[src/rtl/spi_cmd_pkg.sv]
// Shared constants and types for the SPI command frame decoder.
// Holds opcodes, error codes, FSM state encoding, frame byte
// positions and the assembled-frame payload struct.
package spi_cmd_pkg;

  localparam int unsigned FRAME_BYTES = 9;

  // Frame byte positions
  localparam int unsigned IDX_OPCODE = 0;
  localparam int unsigned IDX_CFG    = 1;
  localparam int unsigned IDX_TS0    = 2;
  localparam int unsigned IDX_TS1    = 3;
  localparam int unsigned IDX_TS2    = 4;
  localparam int unsigned IDX_TS3    = 5;
  localparam int unsigned IDX_TRIG0  = 6;
  localparam int unsigned IDX_TRIG1  = 7;
  localparam int unsigned IDX_CSUM   = 8;

  // Bit positions inside the configuration byte
  localparam int unsigned CFG_CAM_LSB  = 4;
  localparam int unsigned CFG_RGB      = 3;
  localparam int unsigned CFG_COMP_LSB = 1;
  localparam int unsigned CFG_TRIG     = 0;

  // Opcodes
  localparam logic [7:0] OP_I2C        = 8'h01;
  localparam logic [7:0] OP_CAPTURE    = 8'h02;
  localparam logic [7:0] OP_HARD_RESET = 8'h03;

  // Error codes
  localparam logic [1:0] ERR_SEQ      = 2'd0;
  localparam logic [1:0] ERR_TIMEOUT  = 2'd1;
  localparam logic [1:0] ERR_CHECKSUM = 2'd2;
  localparam logic [1:0] ERR_OPCODE   = 2'd3;

  typedef enum logic [1:0] {
    ST_IDLE    = 2'd0,
    ST_COLLECT = 2'd1,
    ST_DECODE  = 2'd2
  } state_t;

  // Decoder command selected for the current cycle
  typedef enum logic [2:0] {
    CMD_NONE       = 3'd0,
    CMD_I2C        = 3'd1,
    CMD_CAPTURE    = 3'd2,
    CMD_HARD_RESET = 3'd3,
    CMD_ERROR      = 3'd4
  } cmd_t;

  // Assembled frame payload (checksum byte not retained)
  typedef struct packed {
    logic [7:0]  opcode;
    logic [7:0]  cfg;
    logic [31:0] ts;
    logic [15:0] idx;
  } frame_t;

endpackage

[src/rtl/spi_frame_assembler.sv]
// Collects numbered SPI bytes into a frame buffer.
// Tracks expected byte number, inter-byte timeout and a running XOR.
// Ports:
//   i_clk, i_rst_n         clock, synchronous active-low reset
//   i_byte/i_valid/i_byte_num  incoming numbered byte
//   o_frame_done_c         high during the single DECODE cycle
//   o_seq_err_c            out-of-sequence byte seen this cycle
//   o_timeout_c            inter-byte timeout expires this cycle
//   o_checksum_ok_c        running XOR over all nine bytes is zero
//   o_busy_c               FSM not idle
//   o_frame                buffered frame payload
module spi_frame_assembler
  import spi_cmd_pkg::*;
#(
  parameter int unsigned BNUM_W      = 4,
  parameter int unsigned TIMEOUT_CYC = 1000
) (
  input  logic              i_clk,
  input  logic              i_rst_n,
  input  logic [7:0]        i_byte,
  input  logic              i_valid,
  input  logic [BNUM_W-1:0] i_byte_num,
  output logic              o_frame_done_c,
  output logic              o_seq_err_c,
  output logic              o_timeout_c,
  output logic              o_checksum_ok_c,
  output logic              o_busy_c,
  output frame_t            o_frame
);

  localparam int unsigned CNT_W     = $clog2(TIMEOUT_CYC + 1);
  localparam int unsigned BUF_IDX_W = $clog2(FRAME_BYTES - 1);
  localparam logic [BNUM_W-1:0] LAST_NUM = BNUM_W'(IDX_CSUM);
  localparam logic [CNT_W-1:0]  CNT_LAST = CNT_W'(TIMEOUT_CYC - 1);

  state_t r_state;
  state_t w_state_nxt;

  logic [FRAME_BYTES-2:0][7:0] r_buf;
  logic [BNUM_W-1:0]           r_expect;
  logic [CNT_W-1:0]            r_cnt;
  logic [7:0]                  r_xor;

  logic                 w_start;
  logic                 w_accept;
  logic                 w_seq_err;
  logic                 w_timeout;
  logic [BUF_IDX_W-1:0] w_wr_idx;

  assign w_wr_idx = i_byte_num[BUF_IDX_W-1:0];

  // State register
  always_ff @(posedge i_clk) begin
    if (!i_rst_n) begin
      r_state <= ST_IDLE;
    end else begin
      r_state <= w_state_nxt;
    end
  end

  // Next-state and per-cycle event decode
  always_comb begin
    w_state_nxt = r_state;
    w_start     = 1'b0;
    w_accept    = 1'b0;
    w_seq_err   = 1'b0;
    w_timeout   = 1'b0;
    case (r_state)
      // DECODE lasts one cycle; a byte arriving then is handled as in IDLE
      ST_IDLE, ST_DECODE: begin
        w_state_nxt = ST_IDLE;
        if (i_valid) begin
          if (i_byte_num == '0) begin
            w_start     = 1'b1;
            w_state_nxt = ST_COLLECT;
          end else begin
            w_seq_err = 1'b1;
          end
        end
      end
      ST_COLLECT: begin
        if (i_valid) begin
          if (i_byte_num == '0) begin
            // Silent restart: this byte becomes the new opcode
            w_start = 1'b1;
          end else if (i_byte_num == r_expect) begin
            w_accept = 1'b1;
            if (r_expect == LAST_NUM) begin
              w_state_nxt = ST_DECODE;
            end
          end else begin
            w_seq_err   = 1'b1;
            w_state_nxt = ST_IDLE;
          end
        end else if (r_cnt == CNT_LAST) begin
          w_timeout   = 1'b1;
          w_state_nxt = ST_IDLE;
        end
      end
      default: w_state_nxt = ST_IDLE;
    endcase
  end

  // Frame buffer, expected byte number and running XOR
  always_ff @(posedge i_clk) begin
    if (!i_rst_n) begin
      r_buf    <= '0;
      r_expect <= '0;
      r_xor    <= '0;
    end else if (w_start) begin
      r_buf[IDX_OPCODE] <= i_byte;
      r_expect          <= BNUM_W'(1);
      r_xor             <= i_byte;
    end else if (w_accept) begin
      // Checksum byte only feeds the XOR
      if (i_byte_num != LAST_NUM) begin
        r_buf[w_wr_idx] <= i_byte;
      end
      r_expect <= r_expect + BNUM_W'(1);
      r_xor    <= r_xor ^ i_byte;
    end
  end

  // Inter-byte timeout counter, only runs while collecting
  always_ff @(posedge i_clk) begin
    if (!i_rst_n) begin
      r_cnt <= '0;
    end else if (w_start || w_accept || (w_state_nxt != ST_COLLECT)) begin
      r_cnt <= '0;
    end else begin
      r_cnt <= r_cnt + CNT_W'(1);
    end
  end

  assign o_frame_done_c  = (r_state == ST_DECODE);
  assign o_seq_err_c     = w_seq_err;
  assign o_timeout_c     = w_timeout;
  assign o_checksum_ok_c = (r_xor == 8'h00);
  assign o_busy_c        = (r_state != ST_IDLE);

  assign o_frame.opcode = r_buf[IDX_OPCODE];
  assign o_frame.cfg    = r_buf[IDX_CFG];
  assign o_frame.ts     = {r_buf[IDX_TS0], r_buf[IDX_TS1], r_buf[IDX_TS2], r_buf[IDX_TS3]};
  assign o_frame.idx    = {r_buf[IDX_TRIG0], r_buf[IDX_TRIG1]};

endmodule

[src/rtl/spi_cmd_frame_decoder.sv]
// SPI command frame decoder: turns 9-byte numbered SPI frames into
// one-cycle camera-I2C, camera-capture or hard-reset commands, or an
// error pulse with a reason code.
// Ports:
//   sysClk, rst_n                    clock, synchronous active-low reset
//   spi_byte/spi_input_valid/spi_byte_num  numbered byte stream
//   cam_i2c_*                        I2C byte + valid pulse
//   compression/RGB/cam_id/timestamp/trigger/trigger_index + valid  capture
//   hard_reset_MCB                   hard-reset pulse
//   err_valid/err_code               rejected frame pulse + held reason
//   busy                             frame collection in progress
module spi_cmd_frame_decoder
  import spi_cmd_pkg::*;
#(
  parameter int unsigned TS_WIDTH    = 28,
  parameter int unsigned IDX_WIDTH   = 16,
  parameter int unsigned CAM_ID_W    = 1,
  parameter int unsigned BNUM_W      = 4,
  parameter bit          CHECKSUM_EN = 1'b1,
  parameter int unsigned TIMEOUT_CYC = 1000
) (
  input  logic                 sysClk,
  input  logic                 rst_n,
  input  logic [7:0]           spi_byte,
  input  logic                 spi_input_valid,
  input  logic [BNUM_W-1:0]    spi_byte_num,
  output logic [7:0]           cam_i2c_byte_MCB,
  output logic                 cam_i2c_output_valid_MCB,
  output logic [1:0]           compression_MCB,
  output logic                 RGB_MCB,
  output logic [CAM_ID_W-1:0]  cam_id_MCB,
  output logic [TS_WIDTH-1:0]  timestamp_MCB,
  output logic                 trigger_MCB,
  output logic [IDX_WIDTH-1:0] trigger_index_MCB,
  output logic                 cam_interface_output_valid_MCB,
  output logic                 hard_reset_MCB,
  output logic                 err_valid,
  output logic [1:0]           err_code,
  output logic                 busy
);

  logic   w_frame_done;
  logic   w_seq_err;
  logic   w_timeout;
  logic   w_checksum_ok;
  logic   w_busy;
  frame_t w_frame;
  cmd_t   w_cmd;
  logic [1:0] w_err_code;
  logic   w_unused;

  logic [7:0]           r_i2c_byte;
  logic                 r_i2c_valid;
  logic [1:0]           r_comp;
  logic                 r_rgb;
  logic [CAM_ID_W-1:0]  r_cam_id;
  logic [TS_WIDTH-1:0]  r_ts;
  logic                 r_trig;
  logic [IDX_WIDTH-1:0] r_idx;
  logic                 r_cap_valid;
  logic                 r_hard_reset;
  logic                 r_err_valid;
  logic [1:0]           r_err_code;

  spi_frame_assembler #(
    .BNUM_W      (BNUM_W),
    .TIMEOUT_CYC (TIMEOUT_CYC)
  ) u_assembler (
    .i_clk           (sysClk),
    .i_rst_n         (rst_n),
    .i_byte          (spi_byte),
    .i_valid         (spi_input_valid),
    .i_byte_num      (spi_byte_num),
    .o_frame_done_c  (w_frame_done),
    .o_seq_err_c     (w_seq_err),
    .o_timeout_c     (w_timeout),
    .o_checksum_ok_c (w_checksum_ok),
    .o_busy_c        (w_busy),
    .o_frame         (w_frame)
  );

  // Frame fields narrower than the payload leave some bits unread
  assign w_unused = ^{w_frame};

  // Pick one command per cycle; a completed frame outranks a
  // sequence error raised by a byte landing in the DECODE cycle
  always_comb begin
    w_cmd      = CMD_NONE;
    w_err_code = ERR_SEQ;
    if (w_frame_done) begin
      if (CHECKSUM_EN && !w_checksum_ok) begin
        w_cmd      = CMD_ERROR;
        w_err_code = ERR_CHECKSUM;
      end else begin
        case (w_frame.opcode)
          OP_I2C:        w_cmd = CMD_I2C;
          OP_CAPTURE:    w_cmd = CMD_CAPTURE;
          OP_HARD_RESET: w_cmd = CMD_HARD_RESET;
          default: begin
            w_cmd      = CMD_ERROR;
            w_err_code = ERR_OPCODE;
          end
        endcase
      end
    end else if (w_seq_err) begin
      w_cmd      = CMD_ERROR;
      w_err_code = ERR_SEQ;
    end else if (w_timeout) begin
      w_cmd      = CMD_ERROR;
      w_err_code = ERR_TIMEOUT;
    end
  end

  // Registered pulses and held command data
  always_ff @(posedge sysClk) begin
    if (!rst_n) begin
      r_i2c_byte   <= '0;
      r_i2c_valid  <= 1'b0;
      r_comp       <= '0;
      r_rgb        <= 1'b0;
      r_cam_id     <= '0;
      r_ts         <= '0;
      r_trig       <= 1'b0;
      r_idx        <= '0;
      r_cap_valid  <= 1'b0;
      r_hard_reset <= 1'b0;
      r_err_valid  <= 1'b0;
      r_err_code   <= '0;
    end else begin
      r_i2c_valid  <= (w_cmd == CMD_I2C);
      r_cap_valid  <= (w_cmd == CMD_CAPTURE);
      r_hard_reset <= (w_cmd == CMD_HARD_RESET);
      r_err_valid  <= (w_cmd == CMD_ERROR);
      if (w_cmd == CMD_I2C) begin
        r_i2c_byte <= w_frame.cfg;
      end
      if (w_cmd == CMD_CAPTURE) begin
        r_cam_id <= w_frame.cfg[CFG_CAM_LSB +: CAM_ID_W];
        r_rgb    <= w_frame.cfg[CFG_RGB];
        r_comp   <= w_frame.cfg[CFG_COMP_LSB +: 2];
        r_trig   <= w_frame.cfg[CFG_TRIG];
        r_ts     <= w_frame.ts[TS_WIDTH-1:0];
        r_idx    <= w_frame.idx[IDX_WIDTH-1:0];
      end
      if (w_cmd == CMD_ERROR) begin
        r_err_code <= w_err_code;
      end
    end
  end

  assign cam_i2c_byte_MCB               = r_i2c_byte;
  assign cam_i2c_output_valid_MCB       = r_i2c_valid;
  assign compression_MCB                = r_comp;
  assign RGB_MCB                        = r_rgb;
  assign cam_id_MCB                     = r_cam_id;
  assign timestamp_MCB                  = r_ts;
  assign trigger_MCB                    = r_trig;
  assign trigger_index_MCB              = r_idx;
  assign cam_interface_output_valid_MCB = r_cap_valid;
  assign hard_reset_MCB                 = r_hard_reset;
  assign err_valid                      = r_err_valid;
  assign err_code                       = r_err_code;
  assign busy                           = w_busy;

endmodule

[config.mk]
export PLATFORM = sky130hd
export DESIGN_NAME = spi_cmd_frame_decoder
export DESIGN_NICKNAME = d
export VERILOG_FILES = /design/src/rtl/spi_cmd_pkg.sv /design/src/rtl/spi_frame_assembler.sv /design/src/rtl/spi_cmd_frame_decoder.sv
export SDC_FILE = /design/constraint.sdc
export NUM_CORES = 1
export LEC_CHECK = 0
export ABC_AREA = 1
export CAP_MARGIN = 5
export CORE_ASPECT_RATIO = 0.6
export CORE_MARGIN = 3
export CORE_UTILIZATION = 49
export CTS_CLUSTER_SIZE = 24
export DETAILED_ROUTE_END_ITERATION = 6
export PLACE_DENSITY = 0.75
export REMOVE_ABC_BUFFERS = 1
export SYNTH_ARGS = -nofsm -noshare
export SYNTH_HDL_FRONTEND = slang
export SYNTH_SLANG_ARGS = --single-unit
[constraint.sdc]
create_clock -name sysClk -period 1.5 [get_ports sysClk]
set_input_delay 0.225 -clock sysClk [delete_from_list [all_inputs] [get_ports sysClk]]
set_output_delay 0.225 -clock sysClk [all_outputs]
set_load 0.05 [all_outputs]
== Word-level counts from Yosys, hierarchy flattened ==
Cells that the tools add are included.
Storage, ports and cells
  register bits: 151
  word-level logic and storage cells: 106
  memory bits (writable): 0
  bits in latches: 0
  ROM bits: 0
  output and inout port bits: 64
  memories: 0
  bits of input ports: 15
Cells by class
  $mul: 0
  eq/ne operators: 14
  add/subtract/negate cells: 2
  reductions and logical operators: 16
  order comparisons: 2
  bitwise logic cells: 3
  divide/modulo/power cells: 0
  shift-type cells: 0
  multiplexer cells: 44
Operator list (count)
  bitwise mux 64 bit: 1
  two-way mux 8 bit: 6
  demux 8 bit (select 3 bit): 1
  two-way mux 1 bit: 20
  two-way mux 2 bit: 9
  equality test 8 x 2 -> 1 bit (second input constant): 2
  two-way mux 3 bit: 4
  adder 10 x 1 -> 10 bit (second input constant): 1
  equality test 10 bit (second input constant): 1
  one-hot mux 3 bit (3 select lines): 1
  equality test 8 x 1 -> 1 bit (second input constant): 1
  zero test 8 bit: 1
  bitwise XOR 8 bit: 1
  equality test 3 x 2 -> 1 bit (second input constant): 2
  nonzero test 2 bit: 3
  OR reduction 2 bit: 3
  OR reduction 3 bit: 2
  adder 4 x 1 -> 4 bit (second input constant): 1
  equality test 4 bit: 1
  equality test 4 bit (second input constant): 1
  zero test 4 bit: 1
  less-than comparator 3 x 4 -> 1 bit (second input constant): 1
  inequality test 4 bit (second input constant): 1
  one-hot mux 2 bit (2 select lines): 1
  13 further kinds: 15

== Logic depth before layout (Yosys ltp) ==
Gate-level depths: netlist of the first run.
  depth after elaboration: 9
  mapped depth: 13
  depth with buffers taken out: 11

== Modules after synthesis ==
From an unflattened synthesis of the first run, not the netlist that was laid out.
Unflattened totals
  cell total of the unflattened synthesis: 864
  area total of the unflattened synthesis: 6607.6 um2
By module, submodules not included
  spi_frame_assembler: cells an instance 498, area each 3818.7 um2, times used 1, sequential area each 1761.7 um2
  spi_cmd_frame_decoder: cells an instance 366, area each 2788.9 um2, times used 1, sequential area each 1261.2 um2

== Worst setup path after synthesis of the first run ==
OpenSTA, ideal clock, no wires.
  kind: reg-to-reg
  start: register u_assembler.r_buf (netlist bit u_assembler.o_frame[60])
  end: register r_rgb (netlist: RGB_MCB)
  slack: -0.021 ns
  clock period less this slack: 1.521 ns
  arrival: 1.399 ns
  cell stages (with the launch flop): 11
  buffers on the path: 2
  path through: dfxtp_1 -> inv_1 -> nand2_1 -> nor2_2 -> nand3_1 -> nor2_8 -> inv_2 -> nand2_4 -> buf_6 -> buf_6 -> a21oi_2
On the way
  word-level cells in the longest chain between the ends: 5
  elaborated cells between the ends (all ways): 7
Ends and longest elaborated chain
  start, declared: RTL line spi_frame_assembler.sv:39  | logic [FRAME_BYTES-2:0][7:0] r_buf;
  start signal, assigned by index: RTL line spi_frame_assembler.sv:111  | r_buf[IDX_OPCODE] <= i_byte;
  start signal, assigned by index: RTL line spi_frame_assembler.sv:117  | r_buf[w_wr_idx] <= i_byte;
  equality test 8 x 2 -> 1 bit or equality test 8 x 1 -> 1 bit (tied branches): RTL line spi_cmd_frame_decoder.sv:95  | case (w_frame.opcode)
  one-hot mux 3 bit (3 select lines) (*): RTL line spi_cmd_frame_decoder.sv:95
  two-way mux 3 bit (*): RTL line spi_cmd_frame_decoder.sv:91  | if (CHECKSUM_EN && !w_checksum_ok) begin
  two-way mux 3 bit (*): RTL line spi_cmd_frame_decoder.sv:90  | if (w_frame_done) begin
  equality test 3 x 2 -> 1 bit (*): RTL line spi_cmd_frame_decoder.sv:137  | if (w_cmd == CMD_CAPTURE) begin
  end signal, assigned: RTL line spi_cmd_frame_decoder.sv:139  | r_rgb <= w_frame.cfg[CFG_RGB];
  end, declared: RTL line spi_cmd_frame_decoder.sv:55  | logic r_rgb;
Every way passes the cells marked *; elsewhere a longest branch is shown, timed or not.
A chain may end at the register's enable or synchronous reset.

== Worst setup path after layout of the first run ==
  start: register u_assembler.r_xor[7]
  end: register r_idx[8] (netlist: trigger_index_MCB[8])
On the way
  word-level cells in the longest chain between the ends: 4
Ends and longest elaborated chain
  start, declared: RTL line spi_frame_assembler.sv:42  | logic [7:0] r_xor;
  start signal, assigned: RTL line spi_frame_assembler.sv:113  | r_xor <= i_byte;
  start signal, assigned: RTL line spi_frame_assembler.sv:120  | r_xor <= r_xor ^ i_byte;
  zero test 8 bit: RTL line spi_frame_assembler.sv:138  | assign o_checksum_ok_c = (r_xor == 8'h00);
  two-way mux 3 bit: RTL line spi_cmd_frame_decoder.sv:91
  two-way mux 3 bit: RTL line spi_cmd_frame_decoder.sv:90
  equality test 3 x 2 -> 1 bit: RTL line spi_cmd_frame_decoder.sv:137
  end signal, assigned: RTL line spi_cmd_frame_decoder.sv:143  | r_idx <= w_frame.idx[IDX_WIDTH-1:0];
  end, declared: RTL line spi_cmd_frame_decoder.sv:59  | logic [IDX_WIDTH-1:0] r_idx;
Every way passes these cells.

==> flow_summary.toml, run 1 <==
[status]
outcome = "finished, violations left"
violations = "design-rule violations, negative setup slack"

[critical_path]
reg2reg_from = "u_assembler.r_xor[7]"
required_ps = 1810
arrival_ps = 2080
path_class = "reg -> reg"
r2r_slack_ps = -270
path_max_fanout = 22
startpoint_type = "flip-flop"
rr_worst_depth = 9
end_kind = "flip-flop"
worstReg2RegEnd = "trigger_index_MCB[8]"

[synth]
yosysTopAreaCell = "dfxtp_1"
synthArstFlopShare = 0
synth_most_common_cell = "dfxtp_1"
ys_ff_latch = 147
synth_edf_count = 0
synthTopCellsByArea = "dfxtp_1 (49%), nand2_1 (8.8%), a21oi_1 (8.0%), nor2_1 (5.2%), inv_1 (4.9%)"
syn_area_um2 = 6030
synth_cells = 782
seq_area_frac_synth = 0.488
synthTopCellsByCount = "dfxtp_1 (147), nand2_1 (142), a21oi_1 (97), nor2_1 (83), inv_1 (78)"
synth_top_area_frac = 0.488
ys_warn_count = 0
yosys_most_used_dff = "dfxtp_1"
syn_avg_cell_area_um2 = 7.72
synth.distinct_cells = 32

[global_route]
grt.total_usage = 0.247
antenna_found_initial = 0
grt_pass1_wl_um = 27500
grt_max_degree = 68
grt_pass1_vias = 5840
grt_overflow_total = 0

[min_path]
hp-class = "in -> reg"
min_delay_worst_endpoint = "u_assembler.o_frame[6]"
hold_start = "rst_n"
holdPathStages = 3

[pwr]
pwr-share-seq = 0.432
power_switching_uw = 2160
p_sw_frac = 0.238
p_int_uw = 6920
peakVddDrop_mv = 0.953
p_per_area_nw_per_um2 = 951
p_total_uw = 9080
power_frac_comb = 0.059
clockPowerShare = 0.509
p_leak_uw = 0.00364

[placed_design]
portBuffers = 78
dp.cells = 1058
gp_congestion = 0.854
dpl_cell_area_um2 = 7580
dp_hpwl_um = 10900

[floorplan]
dieArea_um2 = 13700
chipHeight_um = 92.0
die_w_um = 149
rows = 30
ios = 79
core_um2 = 11600
initial_core_util = 0.519

[clock_tree]
root_buffer = "clkbuf_16"
clk_path_buf_depth = 2
cts_sinks = 147
cts.hold.buffers_added = 0
cts_buffers = 17
clkSlewWorstSetupHoldPaths_ps = 70
cts_tree = "built"
htreeDepth = 4
insertion_delay_ps = 430

[timing]
fin_tns_setup_ps = -18730
timing.final.crit_share = 1.18
whs_ps = 200
setup_viol = 133
fin_skew_ps = 8.92
period_minus_slack_ps = 1770
rsz0062_at_grt = "true"
fmax_mhz = 566
fin_ws_ps = -267
finalMaxSlewViolations = 0
relSlewSlack = 0.486
worst_slew_pin_slew_ps = 770
finalHoldViolCount = 0

[routing]
dr.first_iter.drc_count = 707
via_count = 6329
wire_per_inst_um = 18.8
via_per_inst = 5.66
drc = 1
wl_um = 21000
first_pass_iters = 7
ant_nets = 0

[run]
cap_violations = 0

[final_layout]
nets = 964
drive_gt1_frac = 0.456
final_cells = 1118
fin_area_um2 = 9550
diodes = 0
area_growth_pct = 58.2
[state kept, by name (all words and copies together) (netlist names), 2 cells and up]
| register | cells |
|---|---|
| cam_i2c_byte_MCB | 8 |
| compression_MCB | 2 |
| err_code | 2 |
| timestamp_MCB | 28 |
| trigger_index_MCB | 16 |
| u_assembler.o_frame | 60 |
| u_assembler.r_cnt | 10 |
| u_assembler.r_expect | 4 |
| u_assembler.r_state | 2 |
| u_assembler.r_xor | 8 |
[layer usage]
layer,wire length [µm],global-route usage,up-vias,share of wire
li1,-,-,2852,-
met1,8400,0.329,3005,0.40
met2,10000,0.390,391,0.48
met3,1820,0.0607,81,0.087
met4,764,0.0914,0,0.036
met5,0,0,-,0
[metrics by stage]
stage                util  setup slack (ps)
finish              0.821              -267
global route        0.821              -336
CTS                 0.737              -162
detailed placement  0.651              -521
global placement    0.651              -460
floorplan               -              -479
[critical path: stages (launching register included)]
cell,delay (ps)
dfxtp_1,330
nor2_2,170
nand2_2,90
nor2_4,170
nand2_4,110
nor2_4,180
nand2_8,120
buf_16,190
o21ai_1,230
a21oi_2,60
[cell usage in the layout (no fill, tap or decap), types with 4 or more instances in the layout]
cell	netlist	routed
xor2_1	4	4
xnor2_1	12	12
nand3_1	52	31
dfxtp_1	147	136
nor3_4	3	4
buf_4	6	114
nor2_1	83	54
buf_6	8	13
nand3_4	0	6
nand3_2	2	17
clkdlybuf4s50_1	0	9
bufinv_16	0	4
dfxtp_2	0	11
nor2_4	2	9
buf_8	0	4
inv_1	78	72
nand2_8	0	7
o21ai_2	0	12
nor3_1	12	11
o21ai_1	19	31
inv_2	6	9
nand2_4	2	29
clkbuf_16	0	22
o21ai_0	41	17
a21oi_2	20	59
a21oi_1	97	57
buf_12	0	33
nor2_2	3	25
nand2_1	142	76
nand2_2	5	38
[layout make-up]
class	count	area, µm²
multi-input cells	509	3400
flip-flops and latches	147	2960
fillers	607	2090
repair buffers	184	2010
clock buffers	18	439
inverters	86	343
well taps	160	200
clock inverters	13	184
repair inverters	1	16.3
[timing repair]
item,CTS,global route
gates cloned,2,8
pin swaps,19,47
buffers inserted,11,9
gates resized for setup,92,215
setup endpoints to repair,135,137
[cells by family (layout without fill, tap and decap cells)]
logic type      after synthesis  count (layout)  synth area share
compound gates              178             178             0.160
simple gates                311             312             0.228
xor+xnor                     16              16            0.0232
fa+ha+maj                     3               3           0.00622
buf+inv                     127             302            0.0941
flops                       147             147             0.488
[power by group through the flow]
stage / registers (µW) / clock network [µW] / logic (µW)
floorplan: 4020 / 0 / 169
global placement: 4010 / 0 / 393
detailed placement: 4010 / 0 / 404
CTS: 3920 / 4550 / 437
global route: 3920 / 4770 / 562
finish: 3920 / 4630 / 532
[how the worst max path moves through the flow]
stage / from / to / slack, ps / cells past startpoint
3_3_place_gp: spi_byte_num[0] / u_assembler.r_xor[3] / -460 / 10
5_1_grt: u_assembler.r_xor[7] / trigger_index_MCB[8] / -340 / 9
4_1_cts: u_assembler.r_xor[3] / compression_MCB[1] / -160 / 10
3_5_place_dp: spi_byte_num[0] / u_assembler.r_xor[0] / -520 / 10
2_1_floorplan: u_assembler.o_frame[60] / RGB_MCB / -480 / 8
6_report: u_assembler.r_xor[7] / trigger_index_MCB[8] / -270 / 9
Note: power is estimated with default switching activity, not from simulation.
==> run 2: changes to the inputs <==
--- a/config.mk
+++ b/config.mk
@@ -7,7 +7,7 @@
 export LEC_CHECK = 0
 export ABC_AREA = 1
 export CAP_MARGIN = 5
-export CORE_ASPECT_RATIO = 0.6
+export CORE_ASPECT_RATIO = 2
 export CORE_MARGIN = 3
 export CORE_UTILIZATION = 49
 export CTS_CLUSTER_SIZE = 24
==> run 2 against run 1 <==
Effect of this change: the flow finishes with violations (negative setup slack); register-to-register slack about the same; cell count is 2.2% lower; wire length increased by 10%; worst setup slack better by 4.3 ps; total power decreased by 2.8%; count of clock-buffer cells in the layout grew 1; highest routed layer unchanged.
==> flow_summary.toml, run 2 (same netlist as run 1, synthesis figures left out) <==
[critical_path]
reg2reg_from = "u_assembler.r_xor[4]"
startpoint_type = "flip-flop"
path_max_fanout = 10
r2r_slack_ps = -260
cp-startpoint = "u_assembler.r_xor[4]"
critPathMaxStageDelay_ps = 330
worstReg2RegEnd = "trigger_index_MCB[9]"
required_ps = 1840
cp_num_buf_inv = 2
path_common_cell = "nor2_4"
rr_worst_depth = 9
arrival_ps = 2110
critical-path-slowest-cell = "dfxtp_2"
path_cells = "nor2_2 -> nand2_2 -> nor2_4 -> nand2_4 -> nor2_4 -> nand2_8 -> buf_4 -> buf_16 -> a21oi_1"
path_class = "reg -> reg"
end_kind = "flip-flop"
critPathTopFamily = "simple AND/OR/NAND/NOR gates"

[pwr]
p_per_area_nw_per_um2 = 894
p_leak_uw = 0.00366
p_total_uw = 8820
peakVddDrop_mv = 1.07

[floorplan]
dieArea_um2 = 13800
die_w_um = 84.5
core_um2 = 11900
rows = 56
ios = 79
initial_core_util = 0.507
chipHeight_um = 163

[timing]
fin_skew_ps = 9.48
relSlewSlack = 0.658
worst_slew_pin_slew_ps = 512
fin_tns_setup_ps = -16360
fin_ws_ps = -263
finalHoldViolCount = 0
period_minus_slack_ps = 1760
rsz0062_at_grt = "true"
setup_viol = 125
timing.final.crit_share = 1.18
finalMaxSlewViolations = 0
fmax_mhz = 567

[min_path]
hp-class = "in -> reg"
min_delay_worst_endpoint = "timestamp_MCB[4]"
hold_start = "rst_n"
holdPathStages = 4

[placed_design]
gp_congestion = 0.830
dp_hpwl_um = 10900
portBuffers = 78

[routing]
via_count = 6462
drc = 0
wl_um = 23100
wire_per_inst_um = 21.1
ant_nets = 0
first_pass_iters = 5
dr.first_iter.drc_count = 537
via_per_inst = 5.91

[final_layout]
largest_reg_flops = 60
diodes = 0
mostFrequentLayoutCell = "dfxtp_1"
drive_gt1_frac = 0.470
area_growth_pct = 63.5
layout_common_cells = "dfxtp_1 (137), buf_4 (90), inv_1 (73)"
nets = 954

[clock_tree]
cts_buffers = 17
cts_tree = "built"
htreeDepth = 4
root_buffer = "clkbuf_16"
insertion_delay_ps = 430
cts_sinks = 147
cts.hold.buffers_added = 0
clkSlewWorstSetupHoldPaths_ps = 70
clk_path_buf_depth = 2

[global_route]
antenna_found_initial = 0
grt_max_degree = 69
grt_pass1_wl_um = 28700
grt.total_usage = 0.259
grt_pass1_vias = 6051
grt_overflow_total = 0

[status]
outcome = "finished, violations left"
violations = "negative setup slack"

[run]
cap_violations = 0
-- run 2: tightest hold or removal path: stages --
cell     delay [ps]
buf_2           130
buf_12          220
o21ai_4         100
a21oi_2          30
-- run 2: per-layer routing --
metal	GRT usage	up-vias	routed length (µm)
li1	-	2848	-
met1	0.264	3119	7790
met2	0.483	332	12200
met3	0.0522	163	1360
met4	0.143	0	1780
met5	0	-	0
-- run 2: how the worst max path moves through the flow --
stage,cells past startpoint,end
global placement,8,u_assembler.r_cnt[2]
CTS,9,compression_MCB[0]
finish,9,trigger_index_MCB[9]
detailed placement,10,u_assembler.r_cnt[2]
global route,9,trigger_index_MCB[9]
floorplan,8,RGB_MCB
-- run 2: layout make-up --
| cell class | count | area (µm²) |
|---|---|---|
| Clock buffer | 19 | 443 |
| Inverter | 86 | 348 |
| Fill cell | 586 | 2040 |
| Sequential cell | 147 | 2960 |
| Clock inverter | 12 | 148 |
| Timing Repair Buffer | 175 | 2150 |
| Multi-Input combinational cell | 509 | 3640 |
| Tap cell | 145 | 181 |
-- run 2: stage by stage --
step                area, µm²  hold WS, ps  utilization  worst slack (ps)  cells
CTS                      8810          302        0.740              -125   1087
finish                   9870          310        0.828              -263   1093
global placement         7720          430        0.648              -510   1036
detailed placement       7720          436        0.648              -595   1036
floorplan                5790          345            -              -479    741
global route             9870          329        0.828              -328   1093
-- run 2: power by group --
group / leakage (µW) / internal, µW / total [µW] / switching, µW
combinational: 0.00218 / 199 / 578 / 379
clock: 0.000288 / 2520 / 4320 / 1800
sequential: 0.00119 / 3910 / 3920 / 8.81
-- run 2: repair_timing --
| action | 4_1_cts | 5_1_grt |
|---|---|---|
| resized for setup | 82 | 277 |
| buffers inserted | 13 | 7 |
| pin swaps | 23 | 64 |
| gates cloned | 7 | 3 |
| setup endpoints to repair | 133 | 137 |
==> run 3: changes to the inputs <==
--- a/config.mk
+++ b/config.mk
@@ -14,6 +14,7 @@
 export DETAILED_ROUTE_END_ITERATION = 6
 export PLACE_DENSITY = 0.75
 export REMOVE_ABC_BUFFERS = 1
+export SLEW_MARGIN = 20
 export SYNTH_ARGS = -nofsm -noshare
 export SYNTH_HDL_FRONTEND = slang
 export SYNTH_SLANG_ARGS = --single-unit
==> results of run 3 <==
Final layout, timing and power as in run 2 (identical DEF).
